$ cat config.mk
export PLATFORM = sky130hd
export DESIGN_NAME = frame_buffer
export DESIGN_NICKNAME = d
export VERILOG_FILES = /design/src/rtl/frame_buffer.sv
export SDC_FILE = /design/constraint.sdc
export NUM_CORES = 1
export LEC_CHECK = 0
export ABC_AREA = 1
export BUFFER_PORTS_ARGS = -buffer_cell sky130_fd_sc_hd__buf_4
export CELL_PAD_IN_SITES_DETAIL_PLACEMENT = 1
export CELL_PAD_IN_SITES_GLOBAL_PLACEMENT = 2
export CORE_MARGIN = 5
export CORE_UTILIZATION = 47
export DETAILED_ROUTE_END_ITERATION = 12
export GPL_ROUTABILITY_DRIVEN = 0
export MAX_ROUTING_LAYER = met4
export PLACE_DENSITY_LB_ADDON = 0.05
export SETUP_SLACK_MARGIN = 0.5
export SLEW_MARGIN = 10
export SYNTH_ARGS = -nofsm -noshare
export SYNTH_HDL_FRONTEND = slang
export SYNTH_SLANG_ARGS = --single-unit
$ cat constraint.sdc
create_clock -name clk -period 7.7 [get_ports clk]
set_input_delay 1.54 -clock clk [delete_from_list [all_inputs] [get_ports clk]]
set_output_delay 1.54 -clock clk [all_outputs]
set_load 0.02 [all_outputs]
$ cat src/rtl/frame_buffer.sv
// Stereo-to-mono averaging capture into a two-bank ping-pong frame buffer.
// Each completed frame is streamed out oldest-first over valid/ready.
`timescale 1ns/1ps
module frame_buffer #(
  parameter int N_LOG2 = 5,
  parameter int W      = 24
) (
  input  logic         clk,
  input  logic         reset,
  input  logic         newsample,
  input  logic [W-1:0] left,
  input  logic [W-1:0] right,
  input  logic         out_ready,
  input  logic         clear_ovf,
  output logic         out_valid,
  output logic [W-1:0] out_data,
  output logic         out_first,
  output logic         out_last,
  output logic         overflow
);
  localparam int N = 1 << N_LOG2;

  typedef enum logic [1:0] {IDLE, LOAD, STREAM} state_t;

  state_t              state, state_nx;
  logic [W-1:0]        mem [2][N];
  logic [1:0]          full;
  logic                wr_bank, rd_bank;
  logic [N_LOG2-1:0]   wr_idx, rd_idx;
  logic [W:0]          sum;
  logic [W-1:0]        mono;
  logic                handshake, release_bank, frame_done, other_free, drop, start_read;

  always_comb begin
    sum  = {left[W-1], left} + {right[W-1], right};
    mono = sum[W:1];
  end

  always_comb begin
    handshake    = (state == STREAM) && out_valid && out_ready;
    release_bank = handshake && (rd_idx == '1);
    frame_done   = newsample && (wr_idx == '1);
    // A bank released on this very edge already counts as free.
    other_free   = !full[~wr_bank] || (release_bank && (rd_bank == ~wr_bank));
    drop         = frame_done && !other_free;
    start_read   = (state == IDLE) && full[~wr_bank];
  end

  always_ff @(posedge clk or negedge reset) begin
    if (!reset) state <= IDLE;
    else        state <= state_nx;
  end

  always_comb begin
    state_nx = state;
    unique case (state)
      IDLE:    if (start_read) state_nx = LOAD;
      LOAD:    state_nx = STREAM;
      STREAM:  if (handshake) state_nx = (rd_idx == '1) ? IDLE : LOAD;
      default: state_nx = IDLE;
    endcase
  end

  always_ff @(posedge clk) begin
    if (newsample) mem[wr_bank][wr_idx] <= mono;
  end

  always_ff @(posedge clk or negedge reset) begin
    if (!reset) begin
      full     <= '0;
      wr_bank  <= 1'b0;
      wr_idx   <= '0;
      overflow <= 1'b0;
    end else begin
      if (release_bank) full[rd_bank] <= 1'b0;
      if (newsample) wr_idx <= wr_idx + 1'b1;
      if (frame_done && other_free) begin
        full[wr_bank] <= 1'b1;
        wr_bank       <= ~wr_bank;
      end
      if (drop)           overflow <= 1'b1;
      else if (clear_ovf) overflow <= 1'b0;
    end
  end

  always_ff @(posedge clk or negedge reset) begin
    if (!reset) begin
      rd_bank   <= 1'b0;
      rd_idx    <= '0;
      out_valid <= 1'b0;
      out_data  <= '0;
      out_first <= 1'b0;
      out_last  <= 1'b0;
    end else begin
      if (start_read) begin
        rd_bank <= ~wr_bank;
        rd_idx  <= '0;
      end
      if (state == LOAD) begin
        out_data  <= mem[rd_bank][rd_idx];
        out_first <= (rd_idx == '0);
        out_last  <= (rd_idx == '1);
        out_valid <= 1'b1;
      end
      if (handshake) begin
        out_valid <= 1'b0;
        if (rd_idx != '1) rd_idx <= rd_idx + 1'b1;
      end
    end
  end
endmodule
**Word-level counts from Yosys, hierarchy flattened**

Memory sizes are Yosys's and may differ from the RTL's.
Index checks and enable logic that the tools add are counted.

- Add/sub/neg operators: 3
- $lt $le $gt $ge: 8
- Eq/ne operators: 8
- Multiplexer cells: 26
- Bitwise gates (word level): 6
- Reductions and logical operators: 19

Operator list:

| kind | count |
|---|---|
| $mux W768 | 1 |
| $bmux W24 S5 | 1 |
| $demux W24 S5 | 1 |
| $mux W24 | 3 |
| $add A24 B24 Y25 | 1 |
| $mux W5 | 3 |
| $ge A6 B6 Y1 const B | 2 |
| $not A5 Y6 | 2 |
| $logic_and A1 B1 Y1 | 11 |
| $add A5 B1 Y5 const B | 2 |
| $eq A5 B5 Y1 const B | 2 |
| $mux W1 | 10 |
| $mux W2 | 4 |
| $lt A1 B2 Y1 const B | 3 |
| $lt A6 B1 Y1 const B | 1 |
| $pmux W2 S3 | 1 |
| $logic_not A5 Y1 | 1 |
| $ne A5 B5 Y1 const B | 1 |
| $ne A2 B2 Y1 const B | 2 |
| $reduce_bool A2 Y1 | 2 |
| $and A2 B2 Y2 | 1 |
| $demux W1 S1 | 2 |
| $eq A2 B1 Y1 const B | 1 |
| $eq A2 B2 Y1 const B | 1 |
| 9 further kinds | 11 |

- Bits in registers: 44
- Bits in writable memories: 1,536
- Bits of input ports: 53
- Logic and storage cells: 82
- Memories: 1

Memories:

| memory | words | bits a word | read ports | clocked after memory_dff | wr ports | RTL line | text |
|---|---|---|---|---|---|---|---|
| mem | 2 | 768 | 1 | 0 | 1 | 26 | `logic [W-1:0] mem [2][N];` |

**Longest topological paths before layout**

- Depth after elaboration: 9
- Mapped depth: 14
- Mapped depth without buffers: 13

**Worst setup path after synthesis**

No wires, ideal clock.

- Kind: input port to flip-flop
- From: input port left[2]
- To: memory mem[0][108] in the netlist's numbering, data pin
- Arrival time: 4.404 ns
- Required time: 7.133 ns
- Slack: 2.729 ns
- Cell stages on the path: 7
- Buffers on the path: 0
- Cells stage by stage: ha_1 -> nand2_1 -> o21ai_0 -> nand3_1 -> nand2_1 -> a21oi_1 -> xnor2_1

- Longest elaborated chain between the ends: 1

RTL lines:

| what | RTL line | text |
|---|---|---|
| from (decl) | 11 | `input logic [W-1:0] left,` |
| $add A24 B24 Y25 | 35 | `sum = {left[W-1], left} + {right[W-1], right};` |
| named net sum[13] | 30 | `logic [W:0] sum;` |
| to (decl) | 26 |  |

The timed path passes the listed nets, and every way through them passes these cells.

**Worst setup path in the final report**

- From: register rd_bank
- To: register out_data[1]

- Longest elaborated chain between the ends: 4

RTL lines:

| what | RTL line | text |
|---|---|---|
| from (decl) | 28 | `logic wr_bank, rd_bank;` |
| from (signal assigned) | 96 | `rd_bank <= ~wr_bank;` |
| $mem_v2 Z2 W768 | -- |  |
| $bmux W24 S5 | 100 | `out_data <= mem[rd_bank][rd_idx];` |
| $mux W24 (not written as such) (2 in series) | 100 |  |
| to (signal assigned) | 100 |  |
| to (decl) | 16 | `output logic [W-1:0] out_data,` |

No other way between the ends. The select of a mux whose other input is x is not followed.
A chain may end at the register's enable or synchronous reset.

==> metrics <==
Clk pwr share=between 20% and 30%; total grt overflow=0; syn nets=5,732; Post-CTS Hold Buffers=0; routed via count=between 40,000 and 50,000; asr flop ratio synth=roughly 2.8%; Fill cells=~14,000; Tcrit/Tclk final=roughly half; worst reg2reg endpoint=out_data[1]; H-tree Lvls=4; cell internal pwr=between 15,000 and 20,000 uW; post-CTS sizing=0; top-count cell post-synth=nand2_1; WL per Instance=around 26 um; Critical Path Source Type=flop; sum of negative setup slack=0 ps; initial antenna violation count=4; min Tclk post-route=between 3000 and 4000 ps; slew margin rel.=around a fifth; Clock Skew=about 26 ps; die area=around 150,000 um2; Fmax achieved=250 MHz; final setup violation count=0; Die Y=about 380 um; Net Sw Frac=between 30% and 40%; most common flop cell mapped by yosys=edfxtp_1; worst reg2reg path depth=10; crit path max-delay cell type=buf_4; GR Layer Usage met2=between 40 and 50%; Setup CP Type=reg2reg; pwr/cell area=approximately 350 nW/um2; core area=approximately 140,000 um2; CTS tree=built; Overall Power=26,000 uW; 1st-pass router iterations=5; final wirelength=approximately 200,000 um; RSZ-0062 raised after global routing=no; worst flop-to-flop path startpoint=rd_bank; most used routing layer=met2; register bit total from synthesis=1,580; met3 GRT Util=4.10%; GR Util All Layers=between 20% and 30%; final worst slack=3710 ps; root buf cell=clkbuf_16; Worst EP arrival=between 4000 and 5000 ps; Critical Path Sink=out_data[1]; CP Cell Sequence=buf_4, buf_4, nand2_1, nand3_1, nand3_1, nand3_1, nand3_1, nand3_1, nand3_1, nand2_1; Mean Syn Cell Area=between 10 and 15 um2; maximum VDD drop=roughly 0.00033 V; status=finished, final reports clean; CTS max path bufs=3; pin count of the biggest net entering global routing=between 150 and 200; 1st-iter DRT viols=around 3,600; Flop pwr share=roughly 40%; CP Depth=10; detailed-route vias per instance=approximately 5.8; synth warn=0; synth unique cells=32; final hold vios=0; net switching power=about 9500 uW; Synth area leaders=edfxtp_1 70%, nand2_1 11%, nand3_1 8.2%; vias in the first global route=approximately 46,000; Synth top cells by count=1,860 x nand2_1, 1,536 x edfxtp_1, 1,079 x nand3_1; clk_lat worst skew=~800 ps; Die X=~380 um; worst path required time=around 8400 ps; share of the synthesized area in the top cell type=70.5%; EDFF count, synth=between 1,500 and 2,000; sequential area share after synthesis=about 72%; layout cells sized above 1=a little under a tenth; crit path launch=rd_bank; Antenna Nets Post-Route=0; leading area contributor after synthesis=edfxtp_1; DRC Markers=0; worst slack at placement=~3000 ps; max_cap viols=0; DP Wirelength=roughly 110,000 um; crit end category=flop; Reg2Reg Setup Slack=roughly 3700 ps; min-delay worst type=reg2reg; row cnt=approximately 140; Worst-path clk slew=60 ps; most used cell, CP=nand3_1; clock sink count=roughly 1,600; Port Buffers=80; first-pass GRT wire length=between 300,000 and 400,000 um; Syn Std Cell Area=between 60,000 and 70,000 um2; TritonCTS Buffers=between 150 and 200; LEAKAGE=approximately 0.027 uW; Final #Nets=between 5,000 and 6,000; worst hold margin=482 ps; worst-margin pin slew=roughly 1200 ps; Max Fanout on Critical Path=83; cell count after synthesis=roughly 5,600; Setup Fix Bufs, Post-CTS=0; I/O pins=a little over 80; P&R area growth vs syn=12.5%; Starting Density=around 47%; Max Slew Vio Count=0; GRT met1 Usage=about 37%; worst path buffer plus inverter count=2; Logic pwr share=between 30% and 40%; CP top delay family=buffers and inverters; crit-path max cell delay=around 820 ps
[layout make-up]
cell class | instances | area [um2] | share of cell area, %
antenna | 5 | 12.5 | 0.0170
clock buffer | 222 | 4540 | 6.17
clock inverter | 90 | 618 | 0.840
inverter | 205 | 791 | 1.07
multi-input combinational | 3513 | 16300 | 22.2
sequential | 1580 | 47200 | 64.2
tap | 1876 | 2350 | 3.19
timing repair buffer | 214 | 1740 | 2.37
[worst register-to-register path, delay by kind of cell, from the launching register on]
family                 cells  cell delay (ps)
AND/OR/NAND/NOR            8             1510
buffers and inverters      2             1650
flip-flops                 1              760
[power groups by stage]
stage	Clock, uW	Combinational, uW	Sequential, uW
5_1_grt	8220	8520	10500
3_5_place_dp	0	7840	10700
6_report	7700	7820	10500
2_1_floorplan	0	4860	10600
3_3_place_gp	0	7680	10700
4_1_cts	7830	7880	10500
[cells by family after synthesis]
family / synth area share, %
compound gates: 2.14
xor+xnor: 0.281
fa+ha+maj: 0.623
buf+inv: 3.83
flops: 72.1
simple gates: 21.0
[flip-flops by register name (all words and copies together), names as in the netlist]
| signal | count |
|---|---|
| state | 2 |
| mem | 1536 |
| out_data | 24 |
| wr_idx | 5 |
| overflow | 1 |
| wr_bank | 1 |
| full | 2 |
| out_last | 1 |
| rd_bank | 1 |
| out_valid | 1 |
| out_first | 1 |
| rd_idx | 5 |
[cells in the final DEF (no fill, tap or decap), types with 7 or more instances in the layout]
cell type,synthesis,layout
nand2_1,1860,1855
edfxtp_1,1536,1536
nand3_1,1079,1079
buf_4,49,203
inv_1,198,197
clkbuf_16,0,174
nor2_1,142,128
a21oi_1,101,101
nand4_1,84,84
o211ai_1,72,72
clkinv_1,3,53
nor3_2,0,50
o21ai_0,47,47
clkbuf_1,116,47
dfrtp_1,44,39
ha_1,31,31
clkinv_2,0,23
nor2_2,1,14
xor2_4,0,13
buf_12,0,11
nor3_1,57,7
inv_6,0,7
bufinv_16,0,7
[layer usage]
layer | part of all wire, % | vias up | wire, um
met2 | 49 | 1163 | 99900
li1 | - | 19900 | -
met1 | 43 | 23100 | 87600
met3 | 5.2 | 286 | 10600
met5 | 0 | - | 0
met4 | 2.9 | 0 | 5980
[metrics by stage]
| step | instance area (um2) | util [%] | instances |
|---|---|---|---|
| final | 73600 | 53.0 | 7705 |
| after global routing | 73600 | 52.9 | 7701 |
| after CTS | 73600 | 52.9 | 7700 |
| after detailed placement | 68400 | 49.2 | 7388 |
| after global placement | 68400 | 49.2 | 7388 |
| after floorplan | 65500 | - | 5647 |
[how the worst min path moves through the flow]
stage | slack (ps) | endpoint | start | cells past startpoint
after floorplan | 450 | full[1] | full[1] | 2
after global placement | 470 | out_data[5] | out_data[5] | 2
after detailed placement | 470 | out_data[3] | out_data[3] | 2
after CTS | 490 | out_data[3] | out_data[3] | 2
after global routing | 510 | out_data[20] | out_data[20] | 2
final | 480 | out_data[5] | out_data[5] | 2
Note: power is estimated with default switching activity, not from simulation.
